[config.mk]
export PLATFORM = sky130hd
export DESIGN_NAME = muldiv_seq_flat
export DESIGN_NICKNAME = d
export VERILOG_FILES = /design/src/rtl/muldiv_seq_if.sv /design/src/rtl/muldiv_seq.sv /design/src/flat_wrapper.sv
export SDC_FILE = /design/constraint.sdc
export NUM_CORES = 1
export LEC_CHECK = 0
export CAP_MARGIN = 10
export CELL_PAD_IN_SITES_DETAIL_PLACEMENT = 1
export CELL_PAD_IN_SITES_GLOBAL_PLACEMENT = 1
export CORE_MARGIN = 1.5
export CORE_UTILIZATION = 45
export DETAILED_ROUTE_END_ITERATION = 8
export PLACE_DENSITY = 0.86
export SLEW_MARGIN = 0
export SYNTH_ARGS = -nofsm -noshare
export SYNTH_HDL_FRONTEND = slang
export SYNTH_SLANG_ARGS = --single-unit
[constraint.sdc]
create_clock -name clk -period 4.2 [get_ports clk]
set_input_delay 0.84 -clock clk [delete_from_list [all_inputs] [get_ports clk]]
set_output_delay 0.84 -clock clk [all_outputs]
set_load 0.02 [all_outputs]
[src/rtl/muldiv_seq_if.sv]
// EX-stage handshake bundle between the pipeline and the RV32M sequencer.
// The master side is EX; the slave side is the sequencer.
interface muldiv_seq_if #(
   parameter int XLEN = 32
);
   logic            start;
   logic [2:0]      funct3;
   logic [XLEN-1:0] opa;
   logic [XLEN-1:0] opb;
   logic            flush;
   logic            busy;
   logic            stall;
   logic            done;
   logic [XLEN-1:0] result;

   modport master (
      output start, funct3, opa, opb, flush,
      input  busy, stall, done, result
   );

   modport slave (
      input  start, funct3, opa, opb, flush,
      output busy, stall, done, result
   );
endinterface

[src/rtl/muldiv_seq.sv]
// Iterative RV32M multiply/divide sequencer.
// Shift-add multiply, restoring divide, one bit per cycle.
module muldiv_seq #(
   parameter int XLEN = 32
) (
   input logic         clk,
   input logic         rst,
   muldiv_seq_if.slave bus
);
   localparam int CW = $clog2(XLEN) + 1;
   localparam logic [XLEN-1:0] MIN = {1'b1, {(XLEN-1){1'b0}}};

   typedef enum logic [1:0] {IDLE, CALC, FIX, DONE} state_t;

   state_t            state;
   state_t            state_n;
   logic [CW-1:0]     cnt;
   logic [2:0]        op;
   logic              neg_a;
   logic              neg_b;
   logic [XLEN-1:0]   opnd;
   logic [2*XLEN-1:0] acc;
   logic              done_q;
   logic [XLEN-1:0]   res_q;

   logic              in_div;
   logic              in_sa;
   logic              in_sb;
   logic              in_na;
   logic              in_nb;
   logic [XLEN-1:0]   mag_a;
   logic [XLEN-1:0]   mag_b;
   logic              div0;
   logic              ovf;
   logic [XLEN-1:0]   spec_res;

   logic [XLEN:0]     sum;
   logic [XLEN:0]     trial;
   logic [2*XLEN-1:0] acc_step;
   logic [2*XLEN-1:0] prod;
   logic [XLEN-1:0]   quo;
   logic [XLEN-1:0]   rem;
   logic [XLEN-1:0]   fix_res;

   logic              load;
   logic              step;
   logic              res_we;
   logic [XLEN-1:0]   res_d;
   logic              done_d;

   // Operand decode on the incoming instruction
   assign in_div = bus.funct3[2];
   assign in_sa  = in_div ? ~bus.funct3[0]
                          : (bus.funct3[1:0] != 2'b11);
   assign in_sb  = in_div ? ~bus.funct3[0] : ~bus.funct3[1];
   assign in_na  = in_sa & bus.opa[XLEN-1];
   assign in_nb  = in_sb & bus.opb[XLEN-1];
   assign mag_a  = in_na ? -bus.opa : bus.opa;
   assign mag_b  = in_nb ? -bus.opb : bus.opb;
   assign div0   = in_div & (bus.opb == '0);
   assign ovf    = in_div & ~bus.funct3[0]
                 & (bus.opa == MIN) & (bus.opb == '1);

   always_comb begin
      spec_res = '0;
      if (div0)
         spec_res = bus.funct3[1] ? bus.opa : '1;
      else
         spec_res = bus.funct3[1] ? '0 : MIN;
   end

   // Remainder is 33 bits wide after the shift, so trial uses acc[2X-1:X-1]
   assign sum   = {1'b0, acc[2*XLEN-1:XLEN]}
                + {1'b0, (acc[0] ? opnd : {XLEN{1'b0}})};
   assign trial = acc[2*XLEN-1:XLEN-1] - {1'b0, opnd};

   always_comb begin
      acc_step = {sum, acc[XLEN-1:1]};
      if (op[2]) begin
         if (trial[XLEN])
            acc_step = {acc[2*XLEN-2:0], 1'b0};
         else
            acc_step = {trial[XLEN-1:0], acc[XLEN-2:0], 1'b1};
      end
   end

   assign prod = (neg_a ^ neg_b) ? -acc : acc;
   assign quo  = acc[XLEN-1:0];
   assign rem  = acc[2*XLEN-1:XLEN];

   always_comb begin
      fix_res = '0;
      unique case (op)
         3'b000:  fix_res = prod[XLEN-1:0];
         3'b100:  fix_res = (neg_a ^ neg_b) ? -quo : quo;
         3'b101:  fix_res = quo;
         3'b110:  fix_res = neg_a ? -rem : rem;
         3'b111:  fix_res = rem;
         default: fix_res = prod[2*XLEN-1:XLEN];
      endcase
   end

   always_ff @(posedge clk or negedge rst) begin
      if (!rst) state <= IDLE;
      else      state <= state_n;
   end

   always_comb begin
      state_n = state;
      unique case (state)
         IDLE: if (bus.start) state_n = (div0 | ovf) ? DONE : CALC;
         CALC: if (cnt == CW'(XLEN-1)) state_n = FIX;
         FIX:  state_n = DONE;
         default: state_n = IDLE;
      endcase
      if (bus.flush) state_n = IDLE;
   end

   always_comb begin
      load   = 1'b0;
      step   = 1'b0;
      res_we = 1'b0;
      res_d  = fix_res;
      unique case (state)
         IDLE: begin
            load = bus.start & ~bus.flush;
            if (load & (div0 | ovf)) begin
               res_we = 1'b1;
               res_d  = spec_res;
            end
         end
         CALC:    step   = ~bus.flush;
         FIX:     res_we = ~bus.flush;
         default: ;
      endcase
      done_d = (state_n == DONE);
   end

   always_ff @(posedge clk or negedge rst) begin
      if (!rst) begin
         cnt    <= '0;
         op     <= '0;
         neg_a  <= 1'b0;
         neg_b  <= 1'b0;
         opnd   <= '0;
         acc    <= '0;
         done_q <= 1'b0;
         res_q  <= '0;
      end else begin
         done_q <= done_d;
         if (res_we) res_q <= res_d;
         if (load) begin
            op    <= bus.funct3;
            neg_a <= in_na;
            neg_b <= in_nb;
            cnt   <= '0;
            opnd  <= in_div ? mag_b : mag_a;
            acc   <= {{XLEN{1'b0}}, (in_div ? mag_a : mag_b)};
         end else if (step) begin
            acc <= acc_step;
            cnt <= cnt + CW'(1);
         end
      end
   end

   assign bus.busy   = (state != IDLE);
   assign bus.done   = done_q;
   assign bus.result = res_q;
   assign bus.stall  = bus.start & ~done_q;
endmodule

[src/flat_wrapper.sv]
// flat-port wrapper written by rule: the top's interface ports become plain ports
module muldiv_seq_flat 
#(
   parameter int XLEN = 32
)
  (clk, rst, bus_start, bus_funct3, bus_opa, bus_opb, bus_flush, bus_busy, bus_stall, bus_done, bus_result);
  muldiv_seq_if #(.XLEN(XLEN)) bus_i ();
  input logic clk;
  input logic rst;
  input wire logic [$bits(bus_i.start)-1:0] bus_start;
  input wire logic [$bits(bus_i.funct3)-1:0] bus_funct3;
  input wire logic [$bits(bus_i.opa)-1:0] bus_opa;
  input wire logic [$bits(bus_i.opb)-1:0] bus_opb;
  input wire logic [$bits(bus_i.flush)-1:0] bus_flush;
  output wire logic [$bits(bus_i.busy)-1:0] bus_busy;
  output wire logic [$bits(bus_i.stall)-1:0] bus_stall;
  output wire logic [$bits(bus_i.done)-1:0] bus_done;
  output wire logic [$bits(bus_i.result)-1:0] bus_result;
  assign bus_i.start = bus_start;
  assign bus_i.funct3 = bus_funct3;
  assign bus_i.opa = bus_opa;
  assign bus_i.opb = bus_opb;
  assign bus_i.flush = bus_flush;
  assign bus_busy = bus_i.busy;
  assign bus_stall = bus_i.stall;
  assign bus_done = bus_i.done;
  assign bus_result = bus_i.result;
  muldiv_seq #(.XLEN(XLEN)) u_core (.clk(clk), .rst(rst), .bus(bus_i));
endmodule
==> impl_metrics.tcl, run 1 <==
set metrics [dict create \
    status "finished, final reports clean" \
    hp-class "input pin to async pin" \
    wl_um 69500 \
    start_util_pct 45.9 \
    core_mm2 0.0327 \
    avgViaCountPerCell 6.66 \
    io_pins 106 \
    grt_pass1_wl_um 104000 \
    antenna_left 0 \
    power_density_mw_per_mm2 616 \
    slowest_stage "dfrtp_1" \
    p_leak_uw 0.00741 \
    postCtsSetupBuffers 0 \
    period_minus_slack_ns 3.98 \
    post_drt_wl_per_cell_um 26.5 \
    stdcell_area_mm2 0.0175 \
    fin_setup_tns_ns 0 \
    yosysSeqAreaShare_pct 23.7 \
    top_layer_used "met5" \
    syn2layout_area_growth_pct 16.4 \
    layout_common_cells "235 x nor2_1, 232 x nand2_1, 209 x a21oi_1" \
    r2r_start "u_core.acc[0]" \
    hold_viol 0 \
    max_slew_margin_pct 30.3 \
    die_x_um 186 \
    first_global_vias 17300 \
    crit_path_start_kind "flip-flop" \
    fin_skew_ns 0.0139 \
    crit_buf_inv 2 \
    ys.flop_type "dfrtp_1" \
    startpoint "u_core.acc[0]" \
    ir_drop_uv 322 \
    dr_wl_met3_um 6870 \
    antenna_found_initial 1 \
    critPathKind "flip-flop to flip-flop" \
    wl_met2_um 30200 \
    ys_ff_latch 142 \
    place_congestion 1.02 \
    synth_warnings 0 \
    io_buffers 105 \
    post_cts_resize_count 0 \
    max_slew.worst_pin.slew_ns 1.05 \
    slowest_delay_ns 0.51 \
    synthArstFlopShare_pct 100 \
    crit_fanout 12 \
    end_kind "flip-flop" \
    synth_edf_count 0 \
    fin_nets 2308 \
    clock_latency_ns 0.45 \
    root_buffer "clkbuf_16" \
    setup_viol 0 \
    post_synth.cell_area_avg_um2 7.19 \
    grt_max_degree 119 \
    grt_overflow 0 \
    rsz0062_at_grt "no" \
    cp_cell_sequence "inv_1, buf_4, nor2_1, ha_1, a21oi_1, o21ai_0, a21o_1, o21ai_0, a41oi_1, a31oi_1, o221ai_1, xnor2_1, o221ai_1" \
    place_area_mm2 0.0168 \
    die_y_um 186 \
    numCtsBuffers 17 \
    slew_viol_final 0 \
    grtUsageTotal_pct 40.1 \
    dieArea_mm2 0.0345 \
    drive_gt1_share_pct 7.76 \
    ctsHoldBuffers 0 \
    vias 17500 \
    m1WireLength_um 28200 \
    fmax_mhz 251 \
    rows 66 \
    finalCritPeriodShare_pct 94.7 \
    path_delay_family "compound AO/OA/AOI/OAI gates" \
    postSynthCellCount 2088 \
    yosysUniqueCellTypes 80 \
    arrival_ns 4.27 \
    path_clk_slew_ns 0.07 \
    drc 0 \
    drtIter0Drc 2081 \
    clockBufferDepth 2 \
    max-cap-violations 0 \
    htree_levels 4 \
    cts_tree "done" \
    final_common_cell "nor2_1" \
    syn-cell-area_mm2 0.0150 \
    cp.required_ns 4.49 \
    syn_nets 2231 \
    firstDrtPassIters 6 \
    cts_sinks 142 \
    dp_hpwl_um 54000 \
]
-- layout make-up --
class | count | area (um^2)
diodes | 1 | 2.50
multi-input cells | 1729 | 10700
well taps | 442 | 553
inverters | 75 | 282
fillers | 4175 | 15200
clock buffers | 17 | 425
repair buffers | 200 | 1800
clock inverters | 15 | 198
flip-flops and latches | 142 | 3550
-- per-layer routing --
| layer | global-route usage, % | vias up |
|---|---|---|
| li1 | - | 7713 |
| met1 | 51.9 | 8574 |
| met2 | 61.4 | 937 |
| met3 | 9.22 | 233 |
| met4 | 22.6 | 2 |
| met5 | 0 | - |
-- sequential cells by signal, indices dropped and copies added (netlist names) --
signal / count
u_core.opnd: 32
u_core.state: 2
u_core.neg_a: 1
u_core.cnt: 6
u_core.acc: 64
u_core.op: 3
u_core.bus.result: 32
u_core.neg_b: 1
u_core.bus.done: 1
-- cells in the mapped netlist, drive strengths merged, types with 52 or more instances --
library cell	instances	area, um^2
nor2	236	886
nand2	234	881
o21ai	225	1130
a21oi	209	1050
dfrtp	142	3550
clkbuf	124	465
xnor2	91	797
inv	74	278
ha	70	876
xor2	69	604
o211ai	59	443
nor3	52	265
-- cells by family (layout without fill, tap and decap cells) --
family / count (synthesis) / after routing / share of synthesized area, %
other cells: 0 / 1 / 0
compound gates: 720 / 720 / 29.5
buf+inv: 217 / 307 / 5.53
flops: 142 / 142 / 23.7
fa+ha+maj: 72 / 72 / 6.10
mux: 50 / 50 / 3.39
xor+xnor: 160 / 160 / 9.33
simple gates: 727 / 727 / 22.5
-- final timing paths --
check,to,slack [ns],cells past startpoint
worst max-delay path,u_core.acc[62],0.22,13
worst min-delay path,u_core.bus.result[24],0.45,1
min in group clk,u_core.opnd[5],0.49,2
worst min register to register,u_core.opnd[5],0.49,2
max in group asynchronous,u_core.opnd[20],2.94,2
worst max register to register,u_core.acc[62],0.22,13
-- stage by stage --
step | setup slack, ns | cells | utilization (%) | total power (uW) | hold WS (ns)
after floorplan | 0.940 | 2088 | - | 6440 | 0.450
after global placement | 0.206 | 2588 | 51.5 | 8560 | 0.465
after detailed placement | 0.0242 | 2588 | 51.5 | 8770 | 0.477
after CTS | 0.362 | 2620 | 53.4 | 10500 | 0.477
after global routing | 0.0391 | 2620 | 53.4 | 11300 | 0.490
final | 0.221 | 2621 | 53.4 | 10800 | 0.452
-- where the power goes --
group          internal (uW)  switching (uW)  total, uW
Sequential              1640             527       2160
Clock                    958             735       1690
Combinational           2530            4380       6910
No activity file was read; power rests on OpenSTA's default activity.
==> inputs of run 2 (changes only) <==
--- a/config.mk
+++ b/config.mk
@@ -8,6 +8,7 @@
 export CAP_MARGIN = 10
 export CELL_PAD_IN_SITES_DETAIL_PLACEMENT = 1
 export CELL_PAD_IN_SITES_GLOBAL_PLACEMENT = 1
+export CORE_ASPECT_RATIO = 1.2
 export CORE_MARGIN = 1.5
 export CORE_UTILIZATION = 45
 export DETAILED_ROUTE_END_ITERATION = 8
==> run 2 against run 1 <==
  * Wire length is 3.0% higher
  * Combinational power is 5.2% higher
  * Sequential power is 5% lower
  * Worst setup slack better by 0.047 ns
  * Sequential share of layout area is 0.19 points lower
  * Count of clock-buffer cells in the layout is 1 higher
  * Global-route usage is 2.3 points higher
  * Non-clock buffer count is 33 higher
  * Highest routed layer is now met4
  * Clock skew is 0.0031 ns lower
  * Clock power is 11% lower
  * First-iteration DRC count is 20% lower
  * Hold slack worse by 0.091 ns
==> impl_metrics.tcl, run 2 (synthesized netlist as in run 1, its figures left out) <==
set metrics [dict create \
    timing.rr.end "u_core.acc[0]" \
    io_buffers 105 \
    drtIter0Drc 1670 \
    combPwrFrac_pct 67.1 \
    p_int_uw 5110 \
    wl_um 71600 \
    firstDrtPassIters 6 \
    cp.required_ns 4.51 \
    clock_latency_ns 0.46 \
    slowest_delay_ns 0.44 \
    largest_reg_flops 64 \
    p_leak_uw 0.00751 \
    die_x_um 170 \
    finalCritPeriodShare_pct 93.6 \
    dp_cells 2629 \
    htree_levels 4 \
    end_kind "flip-flop" \
    pwr-share-clk_pct 13.9 \
    rows 73 \
    grt_pass1_wl_um 109000 \
    setup_viol 0 \
    postCtsSetupBuffers 0 \
    p_switching_uw 5710 \
    place_congestion 1.02 \
    cts_tree "done" \
    ff2ff_setup_slack_ns 0.27 \
    critPathKind "flip-flop to flip-flop" \
    vias 17500 \
    final_common_cell "nor2_1" \
    clockBufferDepth 2 \
    fmax_mhz 254 \
    dieArea_mm2 0.0345 \
    avgViaCountPerCell 6.58 \
    rsz0062_at_grt "no" \
    regMostFlops "u_core.acc" \
    fin_skew_ns 0.0108 \
    status "finished, final reports clean" \
    start_util_pct 45.5 \
    dp_hpwl_um 56300 \
    crit_fanout 8 \
    core_mm2 0.0330 \
    grtUsageTotal_pct 42.4 \
    io_pins 106 \
    antenna_found_initial 1 \
    antenna_left 0 \
    switching_share_pct 52.8 \
    p_seq_share_pct 19.0 \
    max_slew.worst_pin.slew_ns 1.11 \
    reg2reg_depth 13 \
    postLayoutCoreUtil_pct 53.5 \
    crit_path_start_kind "flip-flop" \
    layout_common_cells "235 x nor2_1, 232 x nand2_1, 209 x a21oi_1" \
    max-cap-violations 0 \
    hp-class "input pin to async pin" \
    slew_viol_final 0 \
    power_density_mw_per_mm2 613 \
    drive_gt1_share_pct 9.05 \
    root_buffer "clkbuf_16" \
    die_y_um 203 \
    ctsHoldBuffers 0 \
    hold_viol 0 \
    post_cts_resize_count 0 \
    grt_max_degree 116 \
    antenna_cells 0 \
    r2r_start "u_core.acc[31]" \
    max_slew_margin_pct 26.0 \
    post_drt_wl_per_cell_um 26.9 \
    cts_sinks 142 \
    arrival_ns 4.24 \
    stdcell_count 2660 \
    fin_nets 2341 \
    period_minus_slack_ns 3.93 \
    grt_overflow 0 \
    fin_setup_tns_ns 0 \
    first_global_vias 17900 \
    cp_cell_sequence "inv_1, ha_1, fa_1, nand2b_1, a21oi_1, o21ai_0, o211ai_1, buf_4, mux2_2, nand2_2, nor2_1, a211oi_1, o22ai_1" \
    path_clk_slew_ns 0.06 \
    slowest_stage "fa_1" \
    numCtsBuffers 17 \
    syn2layout_area_growth_pct 17.5 \
    ir_drop_uv 251 \
    drc 0 \
]
-- run 2: final cells by class --
type                            instances  area (um^2)
Clock buffer                           18          429
Clock inverter                         13          118
Inverter                               75          282
Fill cell                            4170        15300
Tap cell                              450          563
Sequential cell                       142         3550
Multi-Input combinational cell       1729        10700
Timing Repair Buffer                  233         2040
-- run 2: power groups by stage --
stage / clock network [uW] / registers, uW / logic, uW
4_1_cts: 1510 / 2030 / 7060
6_report: 1500 / 2050 / 7270
3_3_place_gp: 0 / 2030 / 6780
3_5_place_dp: 0 / 2050 / 6990
2_1_floorplan: 0 / 1890 / 4550
5_1_grt: 1560 / 2070 / 7790
-- run 2: worst max-delay path by stage --
stage                              start                    end  slack [ns]  cells after the start
final                     u_core.acc[31]          u_core.acc[0]        0.27                     13
after global routing      u_core.acc[31]          u_core.acc[0]        0.13                     13
after CTS                 u_core.acc[31]          u_core.acc[0]        0.36                     13
after detailed placement      bus_opa[9]        u_core.opnd[19]        0.02                      9
after global placement        bus_opa[9]        u_core.opnd[19]        0.13                      9
after floorplan              bus_opa[17]  u_core.bus.result[27]        0.94                      9
-- run 2: metrics by stage --
| stage | area (um^2) | setup slack, ns | power, uW | hold WS, ns |
|---|---|---|---|---|
| 6_report | 17600 | 0.269 | 10800 | 0.361 |
| 5_1_grt | 17600 | 0.134 | 11400 | 0.410 |
| 4_1_cts | 17600 | 0.356 | 10600 | 0.416 |
| 3_5_place_dp | 17100 | 0.0169 | 9040 | 0.471 |
| 3_3_place_gp | 17100 | 0.133 | 8810 | 0.463 |
| 2_1_floorplan | 15000 | 0.940 | 6440 | 0.450 |
-- run 2: worst max-delay path: cells and delay by family (launching register included) --
kind	cells	cell delay [ns]
AO/OA/AOI/OAI	5	1.56
multiplexers	1	0.35
adder cells (fa/ha/maj)	2	0.69
flip-flops	1	0.38
AND/OR/NAND/NOR	3	0.52
buffers and inverters	2	0.27
-- run 2: metal layers --
metal	vias up	track usage, %	routed length (um)	part of all wire, %
met5	-	0	0	0
met4	0	30.5	5930	8.3
met3	246	7.04	4960	6.9
met2	816	70.1	33400	47
met1	8668	49.6	27300	38
li1	7770	-	-	-
==> inputs of run 3 (changes only) <==
--- a/config.mk
+++ b/config.mk
@@ -9,7 +9,6 @@
 export CELL_PAD_IN_SITES_DETAIL_PLACEMENT = 1
 export CELL_PAD_IN_SITES_GLOBAL_PLACEMENT = 1
 export CORE_ASPECT_RATIO = 1.2
-export CORE_MARGIN = 1.5
 export CORE_UTILIZATION = 45
 export DETAILED_ROUTE_END_ITERATION = 8
 export PLACE_DENSITY = 0.86
==> run 3 against run 2 <==
  * Non-clock buffer count shrank 18
  * Sequential share of layout area grew 0.15 points
  * Via count about the same
  * Sequential power grew 2%
  * First-iteration DRC count down 2.2%
  * Worst setup slack gained 0.049 ns
  * Critical endpoint is now u_core.bus.result[9]
  * Final area decreased by 0.73%
  * Count of clock-buffer cells in the layout unchanged
  * Highest routed layer is now met5
  * Largest power group unchanged
  * Wire length is 1.5% lower
==> impl_metrics.tcl, run 3 (synthesized netlist as in run 1, its figures left out) <==
set metrics [dict create \
    finalCritPeriodShare_pct 92.4 \
    p_seq_share_pct 19.5 \
    fmax_mhz 258 \
    fin_skew_ns 0.0142 \
    drtIter0Drc 1634 \
    ff2ff_setup_slack_ns 0.32 \
    path_clk_slew_ns 0.07 \
    antenna_found_initial 2 \
    cts_tree "done" \
    io_buffers 105 \
    io_pins 106 \
    clock_latency_ns 0.46 \
    grt_pass1_wl_um 108000 \
    vias 17500 \
    crit_path_start_kind "flip-flop" \
    grt_overflow 0 \
    die_x_um 169 \
    dieArea_mm2 0.0341 \
    core_mm2 0.0325 \
    postCtsSetupBuffers 0 \
    power_density_mw_per_mm2 612 \
    place_area_mm2 0.0169 \
    start_util_pct 46.2 \
    rows 72 \
    pwr-share-clk_pct 14.5 \
    avgViaCountPerCell 6.64 \
    critPathKind "flip-flop to flip-flop" \
    syn2layout_area_growth_pct 16.6 \
    largest_reg_flops 64 \
    place_congestion 1.04 \
    firstDrtPassIters 5 \
    drive_gt1_share_pct 8.35 \
    root_buffer "clkbuf_16" \
    stdcell_area_mm2 0.0175 \
    cp.required_ns 4.59 \
    clockBufferDepth 2 \
    antenna_cells 0 \
    htree_levels 4 \
    ir_drop_uv 317 \
    p_leak_uw 0.00744 \
    crit_fanout 9 \
    end_kind "flip-flop" \
    hold_viol 0 \
    switching_share_pct 52.9 \
    combPwrFrac_pct 66.0 \
    ctsHoldBuffers 0 \
    antenna_left 0 \
    period_minus_slack_ns 3.88 \
    fin_nets 2323 \
    die_y_um 202 \
    grtUsageTotal_pct 41.9 \
    setup_viol 0 \
    p_int_uw 5040 \
    rsz0062_at_grt "no" \
    layout_common_cells "235 x nor2_1, 232 x nand2_1, 209 x a21oi_1" \
    post_cts_resize_count 0 \
    numCtsBuffers 17 \
    p_switching_uw 5670 \
    hp-class "input pin to async pin" \
    dp_hpwl_um 54800 \
    arrival_ns 4.27 \
    cts_sinks 142 \
    postLayoutCoreUtil_pct 53.8 \
    wl_um 70500 \
    status "finished, final reports clean" \
    slew_viol_final 0 \
    post_drt_wl_per_cell_um 26.8 \
    drc 0 \
    final_common_cell "nor2_1" \
    max-cap-violations 0 \
    regMostFlops "u_core.acc" \
    fin_setup_tns_ns 0 \
    first_global_vias 17900 \
    max_slew_margin_pct 34.7 \
    grt_max_degree 92 \
    max_slew.worst_pin.slew_ns 0.955 \
]
-- run 3: worst paths after layout --
| kind | startpoint | to | cells after the start |
|---|---|---|---|
| setup / recovery | u_core.acc[22] | u_core.bus.result[9] | 10 |
| hold / removal | rst | u_core.cnt[1] | 1 |
| setup reg to reg | u_core.acc[22] | u_core.bus.result[9] | 10 |
| hold reg to reg | u_core.opnd[15] | u_core.opnd[15] | 2 |
| max in group asynchronous | rst | u_core.acc[43] | 2 |
| min in group clk | u_core.opnd[15] | u_core.opnd[15] | 2 |
-- run 3: cell type report --
type,count,area [um^2]
clock buffer,18,439
sequential,142,3550
tap,444,556
multi-input combinational,1729,10700
inverter,75,282
timing repair buffer,215,1890
clock inverter,13,134
fill,4148,15000
-- run 3: through the flow --
step	worst slack (ns)	hold WS, ns	power [uW]	cells
6_report	0.318	0.418	10700	2636
5_1_grt	0.195	0.469	11300	2636
4_1_cts	0.396	0.446	10500	2636
3_5_place_dp	0.0389	0.469	8870	2605
3_3_place_gp	0.220	0.462	8610	2605
2_1_floorplan	0.940	0.450	6440	2088
-- run 3: metal layers --
| metal | track usage, % | vias to the layer above | part of all wire (%) |
|---|---|---|---|
| met4 | 34.9 | 4 | 9.6 |
| met2 | 66.6 | 901 | 45 |
| met5 | 0 | - | 0.037 |
| met3 | 6.97 | 292 | 7.8 |
| met1 | 49.5 | 8565 | 38 |
| li1 | - | 7750 | - |
-- run 3: power by group through the flow --
| stage | Combinational [uW] | Sequential (uW) | Clock [uW] |
|---|---|---|---|
| 3_3_place_gp | 6550 | 2060 | 0 |
| 4_1_cts | 6850 | 2060 | 1550 |
| 2_1_floorplan | 4550 | 1890 | 0 |
| 3_5_place_dp | 6780 | 2080 | 0 |
| 5_1_grt | 7570 | 2110 | 1600 |
| 6_report | 7070 | 2090 | 1550 |
-- run 3: worst max-delay path, stage by stage, from the launching register on --
cell	delay, ns
dfrtp_1	0.53
nor4_2	0.55
nand4_1	0.32
or4_1	0.84
nor2_1	0.32
a21oi_1	0.13
xnor2_1	0.17
o21ai_0	0.48
buf_4	0.23
o21ai_0	0.09
o21ai_1	0.15
